`config.mk`:
```
export PLATFORM = sky130hd
export DESIGN_NAME = lcd_window_feeder_flat
export DESIGN_NICKNAME = d
export VERILOG_FILES = /design/src/rtl/lcd_window_feeder_if.sv /design/src/rtl/lcd_window_feeder.sv /design/src/flat_wrapper.sv
export SDC_FILE = /design/constraint.sdc
export NUM_CORES = 1
export LEC_CHECK = 0
export BUFFER_PORTS_ARGS = -buffer_cell sky130_fd_sc_hd__buf_2
export CAP_MARGIN = 0
export CORE_MARGIN = 4
export CORE_UTILIZATION = 65
export DETAILED_ROUTE_END_ITERATION = 7
export PLACE_DENSITY = 0.95
export SLEW_MARGIN = 20
export SYNTH_ARGS = -nofsm -noshare
export SYNTH_HDL_FRONTEND = slang
export SYNTH_SLANG_ARGS = --single-unit
```
`constraint.sdc`:
```
create_clock -name clk -period 21.7 [get_ports clk]
set_clock_uncertainty 0.2 [all_clocks]
set_input_delay 4.34 -clock clk [delete_from_list [all_inputs] [get_ports clk]]
set_output_delay 4.34 -clock clk [all_outputs]
set_load 0.03 [all_outputs]
```
`src/rtl/lcd_window_feeder_if.sv`:
```
// Bundle between lcd_window_feeder, the LCD write-strobe controller and the
// frame memory.
//
// Handshake:
//   wr_en      one-cycle pulse that opens a burst. The first word is already
//              valid on lcd_rs/lcd_data in that cycle.
//   lcd_rs/lcd_data  the current word. It is held until the controller raises
//              wr_addr_en for one cycle. wr_addr_en means "this word was
//              strobed, advance". The next word appears in the following cycle.
//   wr_stop    high while the current word is the last of the burst, so the
//              controller can sample it together with that word's wr_addr_en.
//   mem_rd/mem_addr  read request. mem_rdata is valid in the next cycle.
interface lcd_window_feeder_if #(
  parameter int DATA_W = 16,
  parameter int ADDR_W = 17
) ();
  logic              wr_en;
  logic              wr_stop;
  logic              wr_addr_en;
  logic              lcd_rs;
  logic [DATA_W-1:0] lcd_data;
  logic              mem_rd;
  logic [ADDR_W-1:0] mem_addr;
  logic [DATA_W-1:0] mem_rdata;

  modport master (
    output wr_en, wr_stop, lcd_rs, lcd_data, mem_rd, mem_addr,
    input  wr_addr_en, mem_rdata
  );

  modport slave (
    input  wr_en, wr_stop, lcd_rs, lcd_data, mem_rd, mem_addr,
    output wr_addr_en, mem_rdata
  );
endinterface

```
`src/rtl/lcd_window_feeder.sv`:
```
// lcd_window_feeder: streams the column-set / page-set / memory-write command
// words and then win_w*win_h frame-memory pixels to the LCD write controller,
// one word per wr_addr_en beat.
// Optional feature macro: LCD_FEEDER_FILL_EN adds fill_mode/fill_color. When
// fill_mode is set, the pixel words are a constant colour and the frame memory
// is not read.
module lcd_window_feeder #(
  parameter int         DATA_W   = 16,
  parameter int         ADDR_W   = 17,
  parameter int         COORD_W  = 9,
  parameter logic [7:0] CMD_COL  = 8'h2A,
  parameter logic [7:0] CMD_PAGE = 8'h2B,
  parameter logic [7:0] CMD_MWR  = 8'h2C
) (
  input  logic               clk,
  input  logic               rst,
  input  logic               start,
  input  logic [COORD_W-1:0] win_xs,
  input  logic [COORD_W-1:0] win_ys,
  input  logic [COORD_W-1:0] win_w,
  input  logic [COORD_W-1:0] win_h,
`ifdef LCD_FEEDER_FILL_EN
  input  logic               fill_mode,
  input  logic [DATA_W-1:0]  fill_color,
`endif
  output logic               busy,
  output logic               done,
  output logic [1:0]         state_dbg,
  lcd_window_feeder_if.master bus
);

  localparam int PIX_W = 2 * COORD_W;
  localparam int IDX_W = PIX_W + 1;

  typedef enum logic [1:0] {
    S_IDLE   = 2'd0,
    S_PRIME1 = 2'd1,
    S_PRIME2 = 2'd2,
    S_STREAM = 2'd3
  } state_t;

  state_t             state_q, state_d;
  logic [COORD_W-1:0] xs_q, ys_q, w_q, h_q;
  logic [IDX_W-1:0]   idx_q, nxt_idx, last_idx;
  logic [PIX_W-1:0]   n_pix, rd_cnt_q;
  logic [ADDR_W-1:0]  mem_addr_q;
  logic [DATA_W-1:0]  pix_q, pix_word, nxt_word, lcd_data_q;
  logic               lcd_rs_q, nxt_rs, wr_en_q, done_q, rd_pend_q;
  logic [15:0]        xs16, xe16, ys16, ye16;
  logic               win_zero, start_ok, start_zero, strobe, is_last, pix_rd;
  logic               fill_q;
  logic [DATA_W-1:0]  fill_color_q;

  // The window end coordinates are 16-bit quantities on the panel bus and wrap at 2^16.
  assign xs16     = 16'(xs_q);
  assign ys16     = 16'(ys_q);
  assign xe16     = xs16 + 16'(w_q) - 16'd1;
  assign ye16     = ys16 + 16'(h_q) - 16'd1;
  assign n_pix    = PIX_W'(w_q) * PIX_W'(h_q);
  assign last_idx = IDX_W'(n_pix) + IDX_W'(10);
  assign nxt_idx  = idx_q + IDX_W'(1);
  assign is_last  = (idx_q == last_idx);

  assign win_zero   = (win_w == '0) || (win_h == '0);
  assign start_ok   = (state_q == S_IDLE) && start && !win_zero;
  assign start_zero = (state_q == S_IDLE) && start && win_zero;
  assign strobe     = (state_q == S_STREAM) && bus.wr_addr_en;

  // The read for pixel k+1 is issued on the beat that moves pixel k onto the bus.
  assign pix_rd   = strobe && !is_last && (nxt_idx >= IDX_W'(11)) &&
                    (rd_cnt_q < n_pix) && !fill_q;
  assign pix_word = fill_q ? fill_color_q : pix_q;

  assign busy         = (state_q != S_IDLE);
  assign done         = done_q;
  assign state_dbg    = state_q;
  assign bus.wr_en    = wr_en_q;
  assign bus.wr_stop  = (state_q == S_STREAM) && is_last;
  assign bus.lcd_rs   = lcd_rs_q;
  assign bus.lcd_data = lcd_data_q;

`ifdef LCD_FEEDER_FILL_EN
  // Latch the fill selection together with the window.
  always_ff @(posedge clk) begin
    if (rst) begin
      fill_q       <= 1'b0;
      fill_color_q <= '0;
    end else if (start_ok) begin
      fill_q       <= fill_mode;
      fill_color_q <= fill_color;
    end
  end
`else
  assign fill_q       = 1'b0;
  assign fill_color_q = '0;
`endif

  // State register.
  always_ff @(posedge clk) begin
    if (rst) state_q <= S_IDLE;
    else     state_q <= state_d;
  end

  // Next state and memory read strobe.
  always_comb begin
    state_d      = state_q;
    bus.mem_rd   = 1'b0;
    bus.mem_addr = mem_addr_q;
    case (state_q)
      S_IDLE:   if (start_ok) state_d = S_PRIME1;
      S_PRIME1: begin
        state_d    = S_PRIME2;
        bus.mem_rd = !fill_q;
      end
      S_PRIME2: state_d = S_STREAM;
      S_STREAM: if (strobe && is_last) state_d = S_IDLE;
      default:  state_d = S_IDLE;
    endcase
    if (pix_rd) begin
      bus.mem_rd   = 1'b1;
      bus.mem_addr = mem_addr_q + ADDR_W'(1);
    end
  end

  // The word presented after the current one has been strobed.
  always_comb begin
    nxt_word = pix_word;
    nxt_rs   = 1'b1;
    if (nxt_idx < IDX_W'(11)) begin
      case (nxt_idx[3:0])
        4'd1:  nxt_word = DATA_W'(xs16[15:8]);
        4'd2:  nxt_word = DATA_W'(xs16[7:0]);
        4'd3:  nxt_word = DATA_W'(xe16[15:8]);
        4'd4:  nxt_word = DATA_W'(xe16[7:0]);
        4'd5:  begin nxt_word = DATA_W'(CMD_PAGE); nxt_rs = 1'b0; end
        4'd6:  nxt_word = DATA_W'(ys16[15:8]);
        4'd7:  nxt_word = DATA_W'(ys16[7:0]);
        4'd8:  nxt_word = DATA_W'(ye16[15:8]);
        4'd9:  nxt_word = DATA_W'(ye16[7:0]);
        4'd10: begin nxt_word = DATA_W'(CMD_MWR); nxt_rs = 1'b0; end
        default: nxt_word = pix_word;
      endcase
    end
  end

  // Window latch, word sequencing, pixel prefetch and the burst pulses.
  always_ff @(posedge clk) begin
    if (rst) begin
      xs_q       <= '0;
      ys_q       <= '0;
      w_q        <= '0;
      h_q        <= '0;
      idx_q      <= '0;
      rd_cnt_q   <= '0;
      mem_addr_q <= '0;
      pix_q      <= '0;
      rd_pend_q  <= 1'b0;
      wr_en_q    <= 1'b0;
      done_q     <= 1'b0;
      lcd_data_q <= '0;
      lcd_rs_q   <= 1'b0;
    end else begin
      wr_en_q   <= (state_q == S_PRIME2);
      done_q    <= start_zero || (strobe && is_last);
      rd_pend_q <= pix_rd;
      if (start_ok) begin
        xs_q       <= win_xs;
        ys_q       <= win_ys;
        w_q        <= win_w;
        h_q        <= win_h;
        idx_q      <= '0;
        rd_cnt_q   <= '0;
        mem_addr_q <= '0;
      end
      if ((state_q == S_PRIME1) && !fill_q) rd_cnt_q <= PIX_W'(1);
      if (state_q == S_PRIME2) begin
        pix_q      <= bus.mem_rdata;
        lcd_data_q <= DATA_W'(CMD_COL);
        lcd_rs_q   <= 1'b0;
        idx_q      <= '0;
      end
      if (rd_pend_q) pix_q <= bus.mem_rdata;
      if (strobe) begin
        if (is_last) begin
          idx_q      <= '0;
          lcd_data_q <= '0;
          lcd_rs_q   <= 1'b0;
        end else begin
          idx_q      <= nxt_idx;
          lcd_data_q <= nxt_word;
          lcd_rs_q   <= nxt_rs;
        end
      end
      if (pix_rd) begin
        mem_addr_q <= mem_addr_q + ADDR_W'(1);
        rd_cnt_q   <= rd_cnt_q + PIX_W'(1);
      end
    end
  end

endmodule

```
`src/flat_wrapper.sv`:
```
// flat-port wrapper written by rule: the top's interface ports become plain ports
module lcd_window_feeder_flat 
#(
  parameter int         DATA_W   = 16,
  parameter int         ADDR_W   = 17,
  parameter int         COORD_W  = 9,
  parameter logic [7:0] CMD_COL  = 8'h2A,
  parameter logic [7:0] CMD_PAGE = 8'h2B,
  parameter logic [7:0] CMD_MWR  = 8'h2C
)
  (clk, rst, start, win_xs, win_ys, win_w, win_h, busy, done, state_dbg, bus_wr_en, bus_wr_stop, bus_lcd_rs, bus_lcd_data, bus_mem_rd, bus_mem_addr, bus_wr_addr_en, bus_mem_rdata);
  lcd_window_feeder_if #(.DATA_W(DATA_W), .ADDR_W(ADDR_W)) bus_i ();
  input  logic clk;
  input  logic rst;
  input  logic start;
  input  logic [COORD_W-1:0] win_xs;
  input  logic [COORD_W-1:0] win_ys;
  input  logic [COORD_W-1:0] win_w;
  input  logic [COORD_W-1:0] win_h;
  output logic busy;
  output logic done;
  output logic [1:0] state_dbg;
  output wire logic [$bits(bus_i.wr_en)-1:0] bus_wr_en;
  output wire logic [$bits(bus_i.wr_stop)-1:0] bus_wr_stop;
  output wire logic [$bits(bus_i.lcd_rs)-1:0] bus_lcd_rs;
  output wire logic [$bits(bus_i.lcd_data)-1:0] bus_lcd_data;
  output wire logic [$bits(bus_i.mem_rd)-1:0] bus_mem_rd;
  output wire logic [$bits(bus_i.mem_addr)-1:0] bus_mem_addr;
  input wire logic [$bits(bus_i.wr_addr_en)-1:0] bus_wr_addr_en;
  input wire logic [$bits(bus_i.mem_rdata)-1:0] bus_mem_rdata;
  assign bus_wr_en = bus_i.wr_en;
  assign bus_wr_stop = bus_i.wr_stop;
  assign bus_lcd_rs = bus_i.lcd_rs;
  assign bus_lcd_data = bus_i.lcd_data;
  assign bus_mem_rd = bus_i.mem_rd;
  assign bus_mem_addr = bus_i.mem_addr;
  assign bus_i.wr_addr_en = bus_wr_addr_en;
  assign bus_i.mem_rdata = bus_mem_rdata;
  lcd_window_feeder #(.DATA_W(DATA_W), .ADDR_W(ADDR_W), .COORD_W(COORD_W), .CMD_COL(CMD_COL), .CMD_PAGE(CMD_PAGE), .CMD_MWR(CMD_MWR)) u_core (.clk(clk), .rst(rst), .start(start), .win_xs(win_xs), .win_ys(win_ys), .win_w(win_w), .win_h(win_h), .busy(busy), .done(done), .state_dbg(state_dbg), .bus(bus_i));
endmodule
```
# Yosys cells after proc, flatten, opt, wreduce, memory -nomap -nowiden
# Cells that the tools add are included.
[word_totals] ramBits=0 latch_bits=0 rom_bits=0 elab_cells=93 out_inout_bits=41 ff_bits=128 mem_count=0 in_bits=56
[op_classes] n_bitwise=0 n_reduce_logical=24 n_div=0 n_shift=0 n_addsub=8 n_mux=27 n_eq_ne=16 mul=1 n_lt_le_gt_ge=3
[op_table] cell="$pmux 16 s10" count=1
[op_table] cell="$mux 16" count=6
[op_table] cell="$mux 19" count=4
[op_table] cell="$mux 18" count=3
[op_table] cell="$mux 17" count=3
[op_table] cell="$sub 16x1->16 const B" count=2
[op_table] cell="$add 9x9->10" count=2
[op_table] cell="$add 18x4->19 const B" count=1
[op_table] cell="$add 19x1->19 const B" count=1
[op_table] cell="$eq 19x19->1" count=1
[op_table] cell="$ge 19x4->1 const B" count=1
[op_table] cell="$lt 19x4->1 const B" count=1
[op_table] cell="$add 18x1->18 const B" count=1
[op_table] cell="$logic_not 9->1" count=2
[op_table] cell="$lt 18x18->1" count=1
[op_table] cell="$mul 9x9->18" count=1
[op_table] cell="$add 17x1->17 const B" count=1
[op_table] cell="$eq 4x3->1 const B" count=4
[op_table] cell="$eq 4x4->1 const B" count=3
[op_table] cell="$logic_and 1x1->1" count=9
[op_table] cell="$eq 4x2->1 const B" count=2
[op_table] cell="$pmux 2 s4" count=1
[op_table] cell="$reduce_bool 2->1" count=4
[op_table] cell="$mux 1" count=7
[op_table] cell="12 further kinds" count=17

# Longest topological paths before layout
# Gate-level depths: netlist (run 1).
[logic_depth] word_depth=8 depth_mapped=29 depth_no_buf=27

# Worst setup path after synthesis (run 1)
# OpenSTA, ideal clock, no wires.
[synth_timing] kind="register to output" from="reg u_core.w_q[1]" to="out bus_mem_addr[10]" t_arrival_ns=6.606 path_stages_with_launch=22 path_buffers=1 slack_ns=10.554 t_required_ns=17.160 path_cell_list="dfxtp_1 -> clkbuf_1 -> nand2_1 -> fa_1 -> fa_1 -> fa_1 -> fa_1 -> inv_1 -> ha_1 -> a21o_1 -> a21oi_2 -> xor2_1 -> ha_1 -> and4_1 -> a2111oi_0 -> o21ai_0 -> a221o_1 -> a2111oi_4 -> o211ai_4 -> inv_2 -> nand2_1 -> xnor2_1"
[synth_via] elab_chain_len=8 word_cells_on_any_way=9 cone_classes="add/sub (1); mul (1); order compare (1); eq/ne (1); mux (1); reduce/logical (4)"
[synth_rtl] element="start: declaration" line="lcd_window_feeder.sv:43" text="logic [COORD_W-1:0] xs_q, ys_q, w_q, h_q;"
[synth_rtl] element="start signal: assignment" line="lcd_window_feeder.sv:169" text="w_q <= win_w;"
[synth_rtl] element="$mul 9x9->18 (*)" line="lcd_window_feeder.sv:59" text="assign n_pix = PIX_W'(w_q) * PIX_W'(h_q);"
[synth_rtl] element="$add 18x4->19" line="lcd_window_feeder.sv:60" text="assign last_idx = IDX_W'(n_pix) + IDX_W'(10);"
[synth_rtl] element="$eq 19x19->1" line="lcd_window_feeder.sv:62" text="assign is_last = (idx_q == last_idx);"
[synth_rtl] element="$logic_not 1->1" line="lcd_window_feeder.sv:70" text="assign pix_rd = strobe && !is_last && (nxt_idx >= IDX_W'(11)) &&"
[synth_rtl] element="$logic_and 1x1->1 (2 in series)" line="lcd_window_feeder.sv:70"
[synth_rtl] element="$logic_and 1x1->1 (*)" line="lcd_window_feeder.sv:70"
[synth_rtl] element="via u_core.pix_rd" line="lcd_window_feeder.sv:50" text="logic win_zero, start_ok, start_zero, strobe, is_last, pix_rd;"
[synth_rtl] element="$mux 17 (*)" line="lcd_window_feeder.sv:119" text="if (pix_rd) begin"
[synth_rtl] element="end: declaration" line="flat_wrapper.sv:28" text="output wire logic [$bits(bus_i.mem_addr)-1:0] bus_mem_addr;"
# The timed path passes the listed nets; every way through them passes the cells marked *.

# Worst setup path after layout (run 1)
[layout_timing] from="reg u_core.w_q[1]" to="out bus_mem_addr[0]"
# Same word-level chain as after synthesis.

==> results of run 1 <==
[cell usage after synthesis, types with 5 or more instances]
cell type and count:
nand2_1 240, dfxtp_1 128, inv_1 105, a21oi_1 90
ha_1 88, nor2_1 83, clkbuf_1 64, xnor2_1 59
nand3_1 54, fa_1 52, and2_1 33, o21ai_0 33
or3_1 30, nor3_1 28, o211ai_1 23, xor2_1 23
a21o_1 20, a31oi_1 20, a22oi_1 18, or2_2 18
and3_1 14, o221ai_1 10, mux2i_1 9, nor4_1 9
and4_1 8, buf_2 8, o21bai_1 8, a211oi_1 7
a2bb2oi_1 7, nand2b_1 7, nand4_1 7, o22ai_1 7
or4_1 7, o21a_1 6, a2111oi_0 5, a211o_1 5
a221o_1 5, a222oi_1 5, nor2b_1 5, o31a_1 5
[logic make-up (layout without fill, tap and decap cells)]
family                   after synthesis  count (layout)  synth area share [%]
XOR/XNOR                              85              85                  6.97
adder cells (fa/ha/maj)              140             140                  19.1
AND/OR/NAND/NOR                      557             557                  23.5
AO/OA/AOI/OAI                        322             322                  20.3
buffers and inverters                183             242                  6.32
multiplexers                           9               9                 0.805
flip-flops                           128             128                  22.9
[sequential cells by signal (all words and copies together), names as in the netlist]
signal / count
u_core.bus.lcd_data: 16
u_core.done: 1
u_core.idx_q: 19
u_core.state_dbg: 2
u_core.h_q: 9
u_core.ys_q: 9
u_core.pix_q: 16
u_core.w_q: 9
u_core.rd_pend_q: 1
u_core.rd_cnt_q: 18
u_core.mem_addr_q: 17
u_core.xs_q: 9
u_core.bus.wr_en: 1
u_core.bus.lcd_rs: 1
[worst min-delay path, cell delays in order, from the launching register on]
cell	delay (ns)
dfxtp_1	0.31
nand2_1	0.05
a21oi_1	0.05
[cells in the final DEF, fill, tap and decap left out, drive strengths merged, types with 8 or more instances in the layout]
cell type / instances
nand2: 240
dfxtp: 128
inv: 115
buf: 103
a21oi: 91
ha: 88
nor2: 83
xnor2: 60
nand3: 54
fa: 52
o21ai: 35
and2: 34
or3: 30
nor3: 30
o211ai: 24
xor2: 23
or2: 21
a21o: 20
a31oi: 20
a22oi: 18
clkbuf: 17
and3: 14
o221ai: 10
a211oi: 10
nor4: 9
mux2i: 9
and4: 8
o21bai: 8
[power groups by stage]
stage / Clock [mW] / Combinational [mW] / Sequential, mW
finish: 0.297 / 0.351 / 0.296
global route: 0.310 / 0.385 / 0.298
CTS: 0.296 / 0.344 / 0.294
detailed placement: 0 / 0.338 / 0.299
global placement: 0 / 0.329 / 0.296
floorplan: 0 / 0.262 / 0.283
[metal layers]
layer	GRT usage (%)	up-vias
met2	53.2	632
met5	0	-
met1	41.3	5130
met4	15.2	0
met3	7.62	143
li1	-	5085
[area by class of cell]
type | count | area, um^2 | share of cell area (%)
timing repair buffer | 103 | 533 | 4.33
sequential | 128 | 2560 | 20.8
multi-input combinational | 1113 | 7930 | 64.5
clock buffer | 17 | 425 | 3.46
clock inverter | 15 | 171 | 1.39
inverter | 107 | 402 | 3.26
tap | 220 | 275 | 2.24
[through the flow]
stage / std cells / cell area, um^2
floorplan: 1424 / 11200
global placement: 1671 / 11700
detailed placement: 1671 / 11700
CTS: 1703 / 12300
global route: 1703 / 12300
finish: 1703 / 12300
[worst min path at each step]
stage | endpoint | slack [ns] | startpoint
2_1_floorplan | u_core.pix_q[10] | 0.23 | u_core.pix_q[10]
3_5_place_dp | u_core.pix_q[13] | 0.24 | u_core.pix_q[13]
5_1_grt | u_core.pix_q[4] | 0.27 | u_core.pix_q[4]
4_1_cts | u_core.pix_q[13] | 0.25 | u_core.pix_q[13]
6_report | u_core.pix_q[6] | 0.25 | u_core.pix_q[6]
3_3_place_gp | u_core.pix_q[11] | 0.24 | u_core.pix_q[11]
==> flow_metrics.tcl, run 1 <==
set metrics [dict create \
    n_fill_cell 1186 \
    outcome "complete, but fails checks" \
    yosys.area.top_type "dfxtp_1" \
    synth_fp_nets 1620 \
    period_needed_ns 12.35 \
    cts_sinks 128 \
    floorplan.initialDensity_pct 66.8 \
    p_int_mw 0.559 \
    hold_buffers 0 \
    clock.fmax_ghz 0.0810 \
    routed-wl-met2_um 14800 \
    timing.slew.headroom_pct 28.4 \
    pre_cts_slack_ns 9.89 \
    synth.avg_cell_area_um2 7.86 \
    r2r-end "u_core.mem_addr_q[6]" \
    first_global_vias 10700 \
    cp-startpoint "u_core.w_q[1]" \
    yosysSeqAreaShare_pct 22.9 \
    worst_ep_arrival_time_ns 7.81 \
    rows 47 \
    netlist_top_cells_area "dfxtp_1 (23%), ha_1 (9.8%), fa_1 (9.3%)" \
    crit_top_cell "fa_1" \
    crit_buf_inv 5 \
    maxCapViolCount 0 \
    wl_met1_um 12700 \
    grt_antenna_before_repair 0 \
    end_kind "primary output" \
    hold_depth 2 \
    postSynthCellCount 1424 \
    coreArea_um2 16800 \
    synth_top_area_share_pct 22.9 \
    cts_made_buffers 17 \
    pin_count 97 \
    cts_tree "built" \
    totalWireLength_um 31900 \
    power_leakage_nw 5.07 \
    r2r-start "u_core.w_q[1]" \
    wl_met3_um 2960 \
    die-area_um2 19400 \
    worstSetupPathType "register to primary output" \
    fp.dieH_um 139 \
    hold_path.class "register to register" \
    crit_path_start_kind "register" \
    clk_transition_reported_paths_ns 0.06 \
    hold_viol 0 \
    grt_max_degree 82 \
    synth_edf_count 0 \
    drive_gt1_share_pct 11.8 \
    path_depth 21 \
    tns_ns 0 \
    synthArstFlopShare_pct 0 \
    seq_power_share_pct 31.4 \
    switching_power_mw 0.385 \
    power_mw 0.944 \
    gp_congestion 0.974 \
    worstPathCellList "nand2_1 -> fa_1 -> fa_1 -> fa_1 -> fa_1 -> inv_1 -> ha_1 -> and3_1 -> a221oi_2 -> o21ai_0 -> xor2_1 -> nand3_1 -> a2111oi_0 -> nand4_1 -> or4_1 -> o211ai_4 -> buf_4 -> inv_2 -> ha_1 -> inv_1 -> buf_2" \
    drc 2 \
    crit_path_end "bus_mem_addr[0]" \
    combPwrFrac_pct 37.2 \
    slowest_stage "or4_1" \
    worst_slack_ns 9.35 \
    netlist_area_um2 11200 \
    final_util_pct 73.4 \
    vias_per_cell 6.45 \
    clock_latency_ns 0.44 \
    cts-root-buf "clkbuf_16" \
    min_period_over_period_pct 56.9 \
    vias 11000 \
    slowest_delay_ns 0.63 \
    hold_slack_ns 0.251 \
    critPathTopFamily "adder cells" \
    setup_viol 0 \
    yosys_warnings 0 \
    ys_types 83 \
    first_pass_iters 8 \
    r2r_slack_ns 14.00 \
    cts.repair.resized 0 \
    top_layer_used "met4" \
    power.density_nw_per_um2 76.7 \
    rsz0062_at_grt "false" \
    area_growth_pct 9.88 \
    ant_nets 0 \
    p_clk_share_pct 31.4 \
    violations "design-rule violations" \
    path_max_fanout 35 \
    maxSlewViolCount 0 \
    die_w_um 139 \
    cts_setup_buffers 0 \
    reg2reg_depth 20 \
    swShare_pct 40.8 \
    crit_required_ns 17.16 \
    grt.overflow.total 0 \
    antenna_cells 0 \
    routedWlPerCell_um 18.7 \
    drtIter0Drc 1366 \
    io_buffers 96 \
    clockBufferDepth 2 \
    grt_pass1_wl_um 52600 \
    nets 1666 \
    synth_seq_cells 128 \
    tightestPinTransition_ns 1.07 \
    grtUsageTotal_pct 32.7 \
    peakVddDrop_uv 76.9 \
    hpwlAfterDp_um 23700 \
    htreeDepth 4 \
    synth_flop_cell "dfxtp_1" \
]
Power figures use the tool's default switching activity.
==> run 2: changes to the inputs <==
--- a/config.mk
+++ b/config.mk
@@ -5,12 +5,13 @@
 export SDC_FILE = /design/constraint.sdc
 export NUM_CORES = 1
 export LEC_CHECK = 0
+export ABC_AREA = 1
 export BUFFER_PORTS_ARGS = -buffer_cell sky130_fd_sc_hd__buf_2
 export CAP_MARGIN = 0
 export CORE_MARGIN = 4
-export CORE_UTILIZATION = 65
+export CORE_UTILIZATION = 56
 export DETAILED_ROUTE_END_ITERATION = 7
-export PLACE_DENSITY = 0.95
+export PLACE_DENSITY = 0.89
 export SLEW_MARGIN = 20
 export SYNTH_ARGS = -nofsm -noshare
 export SYNTH_HDL_FRONTEND = slang
==> constraint.sdc (replaced) <==
create_clock -name clk -period 10.15 [get_ports clk]
set_clock_uncertainty 0.2 [all_clocks]
set_input_delay 2.03 -clock clk [delete_from_list [all_inputs] [get_ports clk]]
set_output_delay 2.03 -clock clk [all_outputs]
set_load 0.03 [all_outputs]
==> run 2 against run 1 <==
  * The flow now finishes without violations
  * Synthesized cell count rose by 26%
  * Cell area rose by 5.1%
  * Via count rose by 9.4%
  * Total power rose to 2.7 times the previous value
  * Critical path type unchanged
==> flow_metrics.tcl, run 2 <==
set metrics [dict create \
    outcome "finished clean" \
    gp_congestion 1.03 \
    clock.fmax_ghz 0.111 \
    cts_tree "built" \
    grt.overflow.total 0 \
    synth_top_area_share_pct 21.8 \
    nets 2044 \
    drtIter0Drc 1236 \
    grt_busiest_layer "met2" \
    yosys.area.top_type "dfxtp_1" \
    io_buffers 96 \
    fp.dieH_um 153 \
    cts.repair.resized 0 \
    timing.slew.headroom_pct 21.7 \
    hold_slack_ns 0.266 \
    synthArstFlopShare_pct 0 \
    hold_path.class "register to register" \
    end_kind "primary output" \
    fin_cells 2131 \
    synthTopCellsByCount "nand2_1 (436), inv_1 (266), nor2_1 (196)" \
    hold_buffers 0 \
    first_global_vias 11700 \
    power.density_nw_per_um2 198 \
    synth_flop_cell "dfxtp_1" \
    antenna_cells 0 \
    most-common-layout-cells "nand2_1 (436), inv_1 (265), nor2_1 (195)" \
    cts_sinks 128 \
    pre_cts_slack_ns 1.67 \
    placedCellCount 2099 \
    grt_antenna_before_repair 0 \
    reg_top3 "u_core.idx_q (19), u_core.rd_cnt_q (18), u_core.mem_addr_q (17)" \
    clk_transition_reported_paths_ns 0.07 \
    met3_usage_pct 4.72 \
    cts_setup_buffers 0 \
    pin_count 97 \
    maxCapViolCount 0 \
    power_mw 2.56 \
    rows 52 \
    grt_use_met2_pct 47.6 \
    crit_required_ns 7.92 \
    grt_max_degree 70 \
    first_pass_iters 6 \
    final_common_cell "nand2_1" \
    path_max_fanout 59 \
    netlist_top_cells_area "dfxtp_1 (22%), nand2_1 (14%), ha_1 (9.4%)" \
    grt_util_met1_pct 34.4 \
    htreeDepth 4 \
    rsz0062_at_grt "false" \
    grt_pass1_wl_um 54600 \
    die-area_um2 23400 \
    vias_per_cell 5.64 \
    cts_made_buffers 17 \
    totalWireLength_um 32700 \
    min_period_over_period_pct 88.9 \
    power_leakage_nw 6.17 \
    setup_viol 0 \
    maxSlewViolCount 0 \
    drc 0 \
    worst_ep_arrival_time_ns 6.79 \
    synth_seq_cells 128 \
    largest_reg_flops 19 \
    yosysSeqAreaShare_pct 21.8 \
    vias 12000 \
    crit_path_start_kind "register" \
    hold_viol 0 \
    routedWlPerCell_um 15.4 \
    cts-root-buf "clkbuf_16" \
    floorplan.initialDensity_pct 57.5 \
    area_growth_pct 10.1 \
    die_w_um 153 \
    drive_gt1_share_pct 10.6 \
    ys_types 52 \
    synth_most_common_cell "nand2_1" \
    synth.avg_cell_area_um2 6.57 \
    period_needed_ns 9.02 \
    clock_latency_ns 0.43 \
    hpwlAfterDp_um 24800 \
    largest-register "u_core.idx_q" \
    tns_ns 0 \
    netlist_area_um2 11700 \
    yosys_warnings 0 \
    coreArea_um2 20400 \
    clockBufferDepth 2 \
    synth_fp_nets 1985 \
    worstSetupPathType "register to primary output" \
    tightestPinTransition_ns 1.17 \
    postSynthCellCount 1789 \
    worst_slack_ns 1.13 \
    synth_edf_count 0 \
    peakVddDrop_uv 186 \
    ant_nets 0 \
    grtUsageTotal_pct 27.7 \
]
## run 2: cell types whose count changed in the layout (fill, tap and decap cells not counted), sizes merged, moves of 30 or more
cell   delta
nand2   +212
inv     +167
nor2    +125
nand3    +87
o21ai    +63
xnor2    -47
nand4    +40
and2     -32
or3      -30
## run 2: cells by family (layout without fill, tap and decap cells)
kind of cell | after synthesis | after routing | share of synthesized area, %
AND/OR/NAND/NOR | 903 | 903 | 34.2
XOR/XNOR | 45 | 45 | 3.36
AO/OA/AOI/OAI | 237 | 237 | 11.1
buffers and inverters | 336 | 408 | 11.2
adder cells (fa/ha/maj) | 140 | 140 | 18.2
flip-flops | 128 | 128 | 21.8
## run 2: layer usage
metal  share of wire (%)  wire [um]
met4                 3.3       1090
met3                 7.9       2590
met5                   0          0
met2                  48      15700
met1                  41      13400
## run 2: worst paths after layout
check,cells past startpoint,startpoint,slack [ns],end
setup / recovery,25,u_core.h_q[5],1.13,bus_mem_addr[5]
hold reg to reg,2,u_core.bus.lcd_data[9],0.27,u_core.bus.lcd_data[9]
hold / removal,2,u_core.bus.lcd_data[9],0.27,u_core.bus.lcd_data[9]
setup reg to reg,26,u_core.h_q[5],3.55,u_core.rd_cnt_q[1]
## run 2: critical path, stage by stage, from the launching register on
cell and delay [ns]:
dfxtp_1 0.65, nand2_1 0.15, fa_1 0.60, fa_1 0.45
fa_1 0.54, fa_1 0.54, inv_1 0.04, ha_1 0.38
nand2_1 0.12, nor2_1 0.19, nand3_1 0.13, nand3_1 0.10
nand2_1 0.05, nand2_1 0.14, inv_1 0.11, ha_1 0.31
nand2_1 0.07, inv_1 0.11, nand3_1 0.10, a31oi_1 0.41
nor2_4 0.12, nand3_4 0.10, buf_4 0.46, nand2_1 0.14
o21ai_2 0.10, buf_2 0.22
## run 2: area by class of cell
class	count	area (um^2)
multi-input combinational	1325	7870
fill	1813	7500
sequential	128	2560
inverter	275	1030
timing repair buffer	101	518
clock buffer	17	425
tap	270	338
clock inverter	15	189
## run 2: metrics by stage
step / utilization [%] / cell area (um^2)
2_1_floorplan: - / 11700
3_3_place_gp: 60.3 / 12300
3_5_place_dp: 60.3 / 12300
4_1_cts: 63.3 / 12900
5_1_grt: 63.3 / 12900
6_report: 63.3 / 12900
## run 2: power by group
group / switching, mW / total [mW] / internal (mW)
Sequential: 0.133 / 0.713 / 0.580
Combinational: 0.814 / 1.21 / 0.401
Clock: 0.298 / 0.634 / 0.336
Total: 1.24 / 2.56 / 1.32
